**src/rtl/loop_filter_pkg.sv**
```systemverilog
// Shared types and helpers for the gear-shift PI loop filter.
// State encoding, integrator width and saturation helper.
package loop_filter_pkg;

  localparam int STATE_W = 2;

  typedef enum logic [STATE_W-1:0] {
    IDLE    = 2'd0,
    ACQUIRE = 2'd1,
    TRACK   = 2'd2,
    LOCKED  = 2'd3
  } lf_state_e;

  function automatic int acc_width(
    input int dco_w,
    input int frac_w
  );
    return dco_w + 1 + frac_w;
  endfunction

  function automatic logic signed [31:0] sat_s32(
    input logic signed [31:0] v,
    input logic signed [31:0] lim
  );
    if (v > lim)
      return lim;
    else if (v < -lim)
      return -lim;
    else
      return v;
  endfunction

endpackage

```
**src/rtl/lock_detector.sv**
```systemverilog
// Lock window compare, in/out-window counters and gear FSM.
// Gear select is high in TRACK and LOCKED.
module lock_detector
  import loop_filter_pkg::*;
#(
  parameter int ERROR_WIDTH  = 8,
  parameter int LOCK_THRESH  = 2,
  parameter int LOCK_COUNT   = 16,
  parameter int UNLOCK_COUNT = 4
) (
  input  logic                          clk,
  input  logic                          rst_n,
  input  logic                          enable,
  input  logic                          hold,
  input  logic                          sample,
  input  logic signed [ERROR_WIDTH-1:0] error,
  output lf_state_e                     state,
  output logic                          locked,
  output logic                          gear_trk
);

  localparam int CNT_MAX = (LOCK_COUNT > UNLOCK_COUNT) ?
                           LOCK_COUNT : UNLOCK_COUNT;
  localparam int CNT_W = $clog2(CNT_MAX + 1);
  localparam logic signed [ERROR_WIDTH:0] THR =
    (ERROR_WIDTH+1)'(LOCK_THRESH);

  logic [CNT_W-1:0] in_cnt;
  logic [CNT_W-1:0] out_cnt;
  logic [CNT_W-1:0] in_inc;
  logic [CNT_W-1:0] out_inc;
  logic [CNT_W-1:0] in_nxt;
  logic [CNT_W-1:0] out_nxt;
  logic             in_hit;
  logic             out_hit;
  logic             in_win;
  logic             upd;
  logic signed [ERROR_WIDTH:0] e_x;
  lf_state_e        st_nxt;

  assign e_x      = (ERROR_WIDTH+1)'(error);
  assign in_win   = (e_x <= THR) && (e_x >= -THR);
  assign upd      = sample && !hold && (state != IDLE);
  assign gear_trk = (state == TRACK) || (state == LOCKED);

  always_comb begin
    in_inc  = (in_cnt == CNT_W'(CNT_MAX)) ?
              in_cnt : in_cnt + 1'b1;
    out_inc = (out_cnt == CNT_W'(CNT_MAX)) ?
              out_cnt : out_cnt + 1'b1;
    in_hit  = in_inc >= CNT_W'(LOCK_COUNT);
    out_hit = out_inc >= CNT_W'(UNLOCK_COUNT);
  end

  always_comb begin
    in_nxt  = in_cnt;
    out_nxt = out_cnt;
    st_nxt  = state;
    if (upd) begin
      if (in_win) begin
        in_nxt  = in_inc;
        out_nxt = '0;
      end else begin
        in_nxt  = '0;
        out_nxt = out_inc;
      end
      unique case (state)
        ACQUIRE: if (in_win && in_hit) st_nxt = TRACK;
        TRACK: begin
          if (in_win && in_hit)
            st_nxt = LOCKED;
          else if (!in_win && out_hit)
            st_nxt = ACQUIRE;
        end
        LOCKED: if (!in_win && out_hit) st_nxt = ACQUIRE;
        default: st_nxt = state;
      endcase
      // every gear change restarts both counts
      if (st_nxt != state) begin
        in_nxt  = '0;
        out_nxt = '0;
      end
    end
  end

  always_ff @(posedge clk or negedge rst_n) begin
    if (!rst_n) begin
      state   <= IDLE;
      in_cnt  <= '0;
      out_cnt <= '0;
      locked  <= 1'b0;
    end else if (!enable) begin
      state   <= IDLE;
      in_cnt  <= '0;
      out_cnt <= '0;
      locked  <= 1'b0;
    end else if (state == IDLE) begin
      state <= ACQUIRE;
    end else begin
      state   <= st_nxt;
      in_cnt  <= in_nxt;
      out_cnt <= out_nxt;
      locked  <= (st_nxt == LOCKED);
    end
  end

endmodule

```
**src/rtl/gear_shift_loop_filter.sv**
```systemverilog
// Gear-shifting PI loop filter: signed error -> unsigned DCO code.
// GEAR_SHIFT_LOOP_FILTER_DITHER_EN adds sigma-delta dither of the fraction.
module gear_shift_loop_filter
  import loop_filter_pkg::*;
#(
  parameter int ERROR_WIDTH   = 8,
  parameter int DCO_CC_WIDTH  = 9,
  parameter int KP_WIDTH      = 6,
  parameter int KP_FRAC_WIDTH = 4,
  parameter int KI_WIDTH      = 8,
  parameter int KI_FRAC_WIDTH = 7,
  parameter logic [KP_WIDTH-1:0] KP_ACQ = 6'b010000,
  parameter logic [KI_WIDTH-1:0] KI_ACQ = 8'b00010000,
  parameter logic [KP_WIDTH-1:0] KP_TRK = 6'b001000,
  parameter logic [KI_WIDTH-1:0] KI_TRK = 8'b00000100,
  parameter int LOCK_THRESH   = 2,
  parameter int LOCK_COUNT    = 16,
  parameter int UNLOCK_COUNT  = 4
) (
  input  logic                          gen_clk_i,
  input  logic                          reset_n_i,
  input  logic                          enable_i,
  input  logic                          hold_i,
  input  logic signed [ERROR_WIDTH-1:0] error_i,
  input  logic                          error_valid_i,
  output logic [DCO_CC_WIDTH-1:0]       dco_cc_o,
  output logic                          dco_cc_valid_o,
  output logic [STATE_W-1:0]            state_o,
  output logic                          locked_o
);

  localparam int IW = acc_width(DCO_CC_WIDTH, KI_FRAC_WIDTH);
  localparam int FW = KI_FRAC_WIDTH;
  localparam logic signed [31:0] MID_F =
    32'sd1 <<< (DCO_CC_WIDTH - 1 + FW);
  localparam logic signed [31:0] CC_MAX =
    (32'sd1 <<< DCO_CC_WIDTH) - 32'sd1;
  localparam logic [DCO_CC_WIDTH-1:0] MID_CC =
    {1'b1, {(DCO_CC_WIDTH-1){1'b0}}};

  lf_state_e state;
  logic      gear_trk;
  logic      accept;

  logic signed [IW-1:0] integ;
  logic                 clamp_hi;
  logic                 clamp_lo;

  logic [KP_WIDTH-1:0] kp_sel;
  logic [KI_WIDTH-1:0] ki_sel;
  logic signed [31:0]  e_s;
  logic signed [31:0]  kp_s;
  logic signed [31:0]  ki_s;
  logic signed [31:0]  p_term;
  logic signed [31:0]  i_raw;
  logic signed [31:0]  i_upd;
  logic signed [31:0]  sum_f;
  logic signed [31:0]  code;
  logic                windup;
  logic [DCO_CC_WIDTH-1:0] cc_nxt;
  logic                hi_nxt;
  logic                lo_nxt;

  assign accept  = enable_i && error_valid_i && (state != IDLE);
  assign state_o = state;

  lock_detector #(
    .ERROR_WIDTH  (ERROR_WIDTH),
    .LOCK_THRESH  (LOCK_THRESH),
    .LOCK_COUNT   (LOCK_COUNT),
    .UNLOCK_COUNT (UNLOCK_COUNT)
  ) u_lock (
    .clk      (gen_clk_i),
    .rst_n    (reset_n_i),
    .enable   (enable_i),
    .hold     (hold_i),
    .sample   (accept),
    .error    (error_i),
    .state    (state),
    .locked   (locked_o),
    .gear_trk (gear_trk)
  );

  always_comb begin
    kp_sel = gear_trk ? KP_TRK : KP_ACQ;
    ki_sel = gear_trk ? KI_TRK : KI_ACQ;
    e_s    = 32'(error_i);
    kp_s   = 32'(kp_sel);
    ki_s   = 32'(ki_sel);
    p_term = (kp_s * e_s) >>> KP_FRAC_WIDTH;
    i_raw  = sat_s32(32'(integ) + ki_s * e_s, MID_F);
    // no integration further into a rail the output already hit
    windup = (clamp_hi && (e_s > 0)) || (clamp_lo && (e_s < 0));
    i_upd  = (hold_i || windup) ? 32'(integ) : i_raw;
    sum_f  = MID_F + (p_term <<< FW) + i_upd;
  end

`ifdef GEAR_SHIFT_LOOP_FILTER_DITHER_EN
  logic [FW-1:0] dacc;
  logic [FW:0]   dsum;

  assign dsum = {1'b0, dacc} + {1'b0, sum_f[FW-1:0]};
  assign code = (sum_f >>> FW) + (dsum[FW] ? 32'sd1 : 32'sd0);

  always_ff @(posedge gen_clk_i or negedge reset_n_i) begin
    if (!reset_n_i)
      dacc <= '0;
    else if (!enable_i || state == IDLE)
      dacc <= '0;
    else if (accept)
      dacc <= dsum[FW-1:0];
  end
`else
  assign code = sum_f >>> FW;
`endif

  always_comb begin
    cc_nxt = DCO_CC_WIDTH'(code);
    hi_nxt = 1'b0;
    lo_nxt = 1'b0;
    if (code > CC_MAX) begin
      cc_nxt = DCO_CC_WIDTH'(CC_MAX);
      hi_nxt = 1'b1;
    end else if (code < 0) begin
      cc_nxt = '0;
      lo_nxt = 1'b1;
    end
  end

  always_ff @(posedge gen_clk_i or negedge reset_n_i) begin
    if (!reset_n_i) begin
      integ          <= '0;
      clamp_hi       <= 1'b0;
      clamp_lo       <= 1'b0;
      dco_cc_o       <= MID_CC;
      dco_cc_valid_o <= 1'b0;
    end else if (!enable_i || state == IDLE) begin
      integ          <= '0;
      clamp_hi       <= 1'b0;
      clamp_lo       <= 1'b0;
      dco_cc_o       <= MID_CC;
      dco_cc_valid_o <= 1'b0;
    end else if (accept) begin
      integ          <= IW'(i_upd);
      clamp_hi       <= hi_nxt;
      clamp_lo       <= lo_nxt;
      dco_cc_o       <= cc_nxt;
      dco_cc_valid_o <= 1'b1;
    end else begin
      dco_cc_valid_o <= 1'b0;
    end
  end

endmodule

```
**config.mk**
```make
export PLATFORM = sky130hd
export DESIGN_NAME = gear_shift_loop_filter
export DESIGN_NICKNAME = d
export VERILOG_FILES = /design/src/rtl/loop_filter_pkg.sv /design/src/rtl/lock_detector.sv /design/src/rtl/gear_shift_loop_filter.sv
export SDC_FILE = /design/constraint.sdc
export NUM_CORES = 1
export LEC_CHECK = 0
export CORE_MARGIN = 10
export CORE_UTILIZATION = 63
export CTS_BUF_LIST = sky130_fd_sc_hd__clkbuf_8
export CTS_CLUSTER_SIZE = 14
export DETAILED_ROUTE_END_ITERATION = 6
export GPL_ROUTABILITY_DRIVEN = 1
export GPL_TIMING_DRIVEN = 0
export PLACE_DENSITY = 0.84
export SLEW_MARGIN = 25
export SYNTH_ARGS = -nofsm -noshare
export SYNTH_HDL_FRONTEND = slang
export SYNTH_SLANG_ARGS = --single-unit
```
**constraint.sdc**
```tcl
create_clock -name gen_clk_i -period 8 [get_ports gen_clk_i]
set_clock_uncertainty 0.05 [all_clocks]
set_input_delay 2 -clock gen_clk_i [delete_from_list [all_inputs] [get_ports gen_clk_i]]
set_output_delay 2 -clock gen_clk_i [all_outputs]
set_load 0.005 [all_outputs]
```
# Yosys cells after proc, flatten, opt, wreduce, memory -nomap -nowiden
# Cells that the tools add are included.
# op_classes
addsub,5
multipliers,2
n_lt_le_gt_ge,10
eq_ne,9
n_mux,42
reduce_logical,20
# op_table
op,count
32-bit 2-to-1 mux,3
5-bit 2-to-1 mux,14
9-bit 2-to-1 mux,4
17-bit 2-to-1 mux,2
18-bit by 32-bit adder with 32-bit output,1
6-bit by 8-bit multiplier with 14-bit output,2
"25-bit by 10-bit greater-than comparator with 1-bit output, second input constant",1
"25-bit by 1-bit less-than comparator with 1-bit output, second input constant",1
17-bit by 14-bit adder with 18-bit output,1
"17-bit by 17-bit adder with 18-bit output, first input constant",1
"18-bit by 17-bit greater-than comparator with 1-bit output, second input constant",1
"18-bit by 16-bit less-than comparator with 1-bit output, second input constant",1
2-bit 2-to-1 mux,7
1-bit 2-to-1 mux,11
"5-bit by 1-bit adder with 5-bit output, second input constant",2
"5-bit equality test, second input constant",2
1-bit logical AND,9
"8-bit by 2-bit >= comparator with 1-bit output, second input constant",1
"8-bit by 1-bit greater-than comparator with 1-bit output, second input constant",1
"8-bit by 3-bit less-or-equal comparator with 1-bit output, second input constant",1
"8-bit by 1-bit less-than comparator with 1-bit output, second input constant",1
"2-bit equality test, second input constant",3
2-bit one-hot mux with 3 select lines,1
"5-bit by 3-bit >= comparator with 1-bit output, second input constant",1
10 further kinds,16
# totals
regBits,42
inputBits,13
elab_cells,97

# Logic depth before layout (Yosys ltp)
# logic_depth
ltp_word,15
depth_mapped,30
ltp_nobuf,26

# Hierarchy
# From an unflattened synthesis, not the netlist that was laid out.
# unflattened
cells_unflattened,527
hier_area_um2,4460.5
# modules_own_cells
module,instances,cells_per_inst,area_per_inst_um2,seq_area_each_um2
gear_shift_loop_filter,1,432,3574.7,676.9
lock_detector,1,95,885.8,325.3

# Least setup slack after synthesis
# Ideal clock, no wire load.
# synth_path
path_kind,input-to-reg
startpoint,input error_i[7]
endpoint,register dco_cc_o[0]
t_arrival_ns,7.799
path_slack_ns,0.084
cell_stages,25
cell_sequence,nand2b_1 -> fa_1 -> inv_1 -> fa_1 -> inv_1 -> ha_1 -> clkbuf_1 -> nand3_1 -> nor2_1 -> a21boi_1 -> o311a_1 -> a2111oi_2 -> a41oi_1 -> o211a_2 -> a211oi_1 -> ha_1 -> ha_1 -> o21a_1 -> o21ai_0 -> o21ba_2 -> or4_1 -> o2111ai_1 -> o41ai_1 -> a21boi_1 -> a221o_1
# synth_between
elab_chain_cells,12
elab_cells_between_ends,22
# synth_rtl
item,line,rtl
start: declaration,gear_shift_loop_filter.sv:24,"input logic signed [ERROR_WIDTH-1:0] error_i,"
6-bit by 8-bit multiplier with 14-bit output,gear_shift_loop_filter.sv:91,"i_raw = sat_s32(32'(integ) + ki_s * e_s, MID_F);"
17-bit by 14-bit adder with 18-bit output,gear_shift_loop_filter.sv:91,
18-bit by 16-bit less-than comparator with 1-bit output,loop_filter_pkg.sv:27,else if (v < -lim)
32-bit 2-to-1 mux,loop_filter_pkg.sv:27,
32-bit 2-to-1 mux,loop_filter_pkg.sv:25,if (v > lim)
32-bit 2-to-1 mux,gear_shift_loop_filter.sv:94,i_upd = (hold_i || windup) ? 32'(integ) : i_raw;
18-bit by 32-bit adder with 32-bit output (*),gear_shift_loop_filter.sv:95,sum_f = MID_F + (p_term <<< FW) + i_upd;
25-bit by 1-bit less-than comparator with 1-bit output,gear_shift_loop_filter.sv:124,end else if (code < 0) begin
9-bit 2-to-1 mux,gear_shift_loop_filter.sv:124,
9-bit 2-to-1 mux (*),gear_shift_loop_filter.sv:121,if (code > CC_MAX) begin
9-bit 2-to-1 mux (*),gear_shift_loop_filter.sv:143,end else if (accept) begin
9-bit 2-to-1 mux (*),gear_shift_loop_filter.sv:137,end else if (!enable_i || state == IDLE) begin
end signal: assignment,gear_shift_loop_filter.sv:147,dco_cc_o <= cc_nxt;
end: declaration,gear_shift_loop_filter.sv:26,"output logic [DCO_CC_WIDTH-1:0] dco_cc_o,"
# Every way passes the cells marked *; elsewhere a longest branch is shown, timed or not. The select of a mux whose other input is x is not followed.
# A chain may end at the register's enable or synchronous reset.

# Worst setup path after layout
# layout_path
startpoint,input error_i[2]
endpoint,register dco_cc_o[7]
# Same word-level chain as after synthesis.

==> flow_summary.json <==
{
  "mostFrequentLayoutCells": "69 x ha_1, 56 x inv_1, 41 x nand2_1",
  "grt_pass1_vias": 3965,
  "layout_commonest_cell": "ha_1",
  "cts_buffers": 5,
  "die_w_um": 104,
  "synth_flop_cell": "dfrtp_1",
  "tightest_slew_ns": 0.658,
  "post-dp-hpwl_mm": 8.65,
  "cts-root-buf": "clkbuf_8",
  "setup_viol": 0,
  "antenna_found_initial": 0,
  "clockBufferDepth": 2,
  "slew_violations": 0,
  "pin_count": 26,
  "hold_viol": 0,
  "rows": 30,
  "fmax_mhz": 126,
  "coreArea_um2": 6830,
  "period_share_pct": 99.2,
  "slowest_stage": "fa_1",
  "drc": 0,
  "grt.overflow.total": 0,
  "regToRegStartpoint": "u_lock.state[1]",
  "detail_route.vias_per_cell": 6.09,
  "yosys.area.top_type_share_pct": 22.0,
  "n_fill_cell": 474,
  "dr.pass1.iters": 5,
  "first_iter_violations": 224,
  "tritoncts": "yes",
  "vias": 4086,
  "final_layout_size_suffix_gt1_share_pct": 11.3,
  "ff2ff_setup_slack_ns": 0.58,
  "dieArea_um2": 10800,
  "portBuffers": 24,
  "slew_headroom_pct": 55.8,
  "worst-path-buf-inv": 2,
  "crit_start": "error_i[2]",
  "path_depth": 26,
  "synth_cell_types": 60,
  "fin_crit_ns": 7.93,
  "critical_path.endpoint": "dco_cc_o[7]",
  "synth_area_leader_cell": "dfrtp_1",
  "outcome": "completed",
  "postSynthCellCount": 524,
  "clk_latency_ns": 0.30,
  "grt_max_degree": 22,
  "cp_max_fo": 9,
  "synth_area_per_cell_um2": 8.48,
  "syn_to_final_growth_pct": 19.5,
  "cp.arrival_ns": 8.07,
  "leakagePower_nw": 2.63,
  "vdd_drop_max_v": 0.0000748,
  "fin_util_pct": 77.7,
  "ant_nets": 0,
  "clock_sinks": 40,
  "crit_required_ns": 8.14,
  "async_flop_share_pct": 100,
  "cap_violations": 0,
  "routed_wl_mm": 11.2,
  "layout_setup_ws_ns": 0.0652,
  "num_antenna_cells": 0,
  "setup.worst_path.start_class": "input port",
  "yosysSeqAreaShare_pct": 22.6,
  "min_path_type": "register to register",
  "pre_cts_ws_ns": -1.86,
  "h-tree-depth": 2,
  "max_stage_delay_ns": 0.50,
  "cp_common_cell": "ha_1",
  "start_util_pct": 65.1,
  "synth_area_um2": 4440,
  "clkTransAtPathRegs_ns": 0.09,
  "wire_per_inst_um": 16.7,
  "yosysWarningCount": 0,
  "grt_util_all_layers_pct": 19.4,
  "critPathKind": "input port to register",
  "crit_path_end_kind": "register",
  "pwr_density_cell_nw_per_um2": 151,
  "reg2reg_to": "dco_cc_o[7]",
  "die_h_um": 104,
  "nNetsFinal": 673,
  "setup_tns_ns": 0,
  "synth_area_leaders": "dfrtp_1 22%, ha_1 21%, fa_1 5.0%, inv_1 4.7%, nand2_1 3.8%",
  "synth-seq-cells": 40,
  "synth-edff-count": 0,
  "r2r_cells": 29,
  "grt_pass1_wl_mm": 18.1,
  "place_congestion": 0.871,
  "path_delay_family": "adder cells"
}
-- per-stage QoR --
stage / hold slack, ns / power (mW) / area [um2] / instances
2_1_floorplan: 0.401 / 0.469 / 4490 / 537
3_3_place_gp: 0.430 / 0.547 / 4850 / 657
3_5_place_dp: 0.427 / 0.559 / 4880 / 658
4_1_cts: 0.454 / 0.756 / 5110 / 668
5_1_grt: 0.471 / 0.851 / 5310 / 671
6_report: 0.462 / 0.799 / 5310 / 671
-- cell families after synthesis --
logic type | synth area share (%)
AOI/OAI and AO/OA | 22.6
muxes | 0.676
adders and majority gates | 26.1
xor gates and xnor gates | 4.34
DFF | 22.6
other | 0.0844
buffers and inverters | 5.83
and+or+nand+nor | 17.8
-- report_power, final --
group | leakage, nW | total, mW | internal [mW] | switching (mW)
registers | 0.546 | 0.221 | 0.213 | 0.00755
logic | 2.03 | 0.402 | 0.175 | 0.226
clock network | 0.0583 | 0.177 | 0.0941 | 0.0829
-- registers in the layout, indices dropped and copies added (netlist names) --
register and count:
clamp_hi 1, dco_cc_o 9, integ 15, u_lock.state 2, u_lock.in_cnt 5, clamp_lo 1
dco_cc_valid_o 1, u_lock.out_cnt 5, u_lock.locked 1
-- area by class of cell --
type                            count  area (um2)  share of cell area, %
Inverter                           56         210                   3.96
Clock inverter                      3        47.5                  0.896
Sequential cell                    40        1000                   18.9
Clock buffer                        5        68.8                   1.30
Timing Repair Buffer               32         325                   6.13
Tap cell                           96         120                   2.26
Buffer                              9        41.3                  0.778
Multi-Input combinational cell    430        3490                   65.8
-- routing by layer --
metal  track usage (%)  part of all wire, %  up-vias  wire (um)
li1                  -                    -     1973          -
met2              34.9                   50      143       5650
met1              22.9                   42     1940       4720
met3              2.97                  4.8       30        540
met4              6.36                  2.7        0        306
met5                 0                    0        -          0
-- how the worst min path moves through the flow --
stage	from	end	cells past startpoint	slack [ns]
global placement	clamp_hi	clamp_hi	1	0.43
floorplan	clamp_hi	clamp_hi	1	0.40
global route	clamp_hi	clamp_hi	1	0.47
detailed placement	clamp_hi	clamp_hi	1	0.43
CTS	clamp_hi	clamp_hi	1	0.45
finish	clamp_hi	clamp_hi	1	0.46
-- timing repair --
item	CTS	global route
gates resized for setup	28	33
endpoints found under the setup margin	11	10
hold buffers	0	0
setup buffers	3	4
pin swaps	7	14
-- cell usage after synthesis, types with 11 or more instances --
| cell | count |
|---|---|
| ha_1 | 75 |
| inv_1 | 56 |
| nand2_1 | 45 |
| nor2_1 | 42 |
| dfrtp_1 | 39 |
| a21oi_1 | 30 |
| o21ai_0 | 24 |
| nand2b_1 | 18 |
| a21o_1 | 14 |
| a22o_1 | 13 |
| nand3_1 | 13 |
| xnor2_1 | 12 |
| fa_1 | 11 |
No activity file was read; power rests on OpenSTA's default activity.
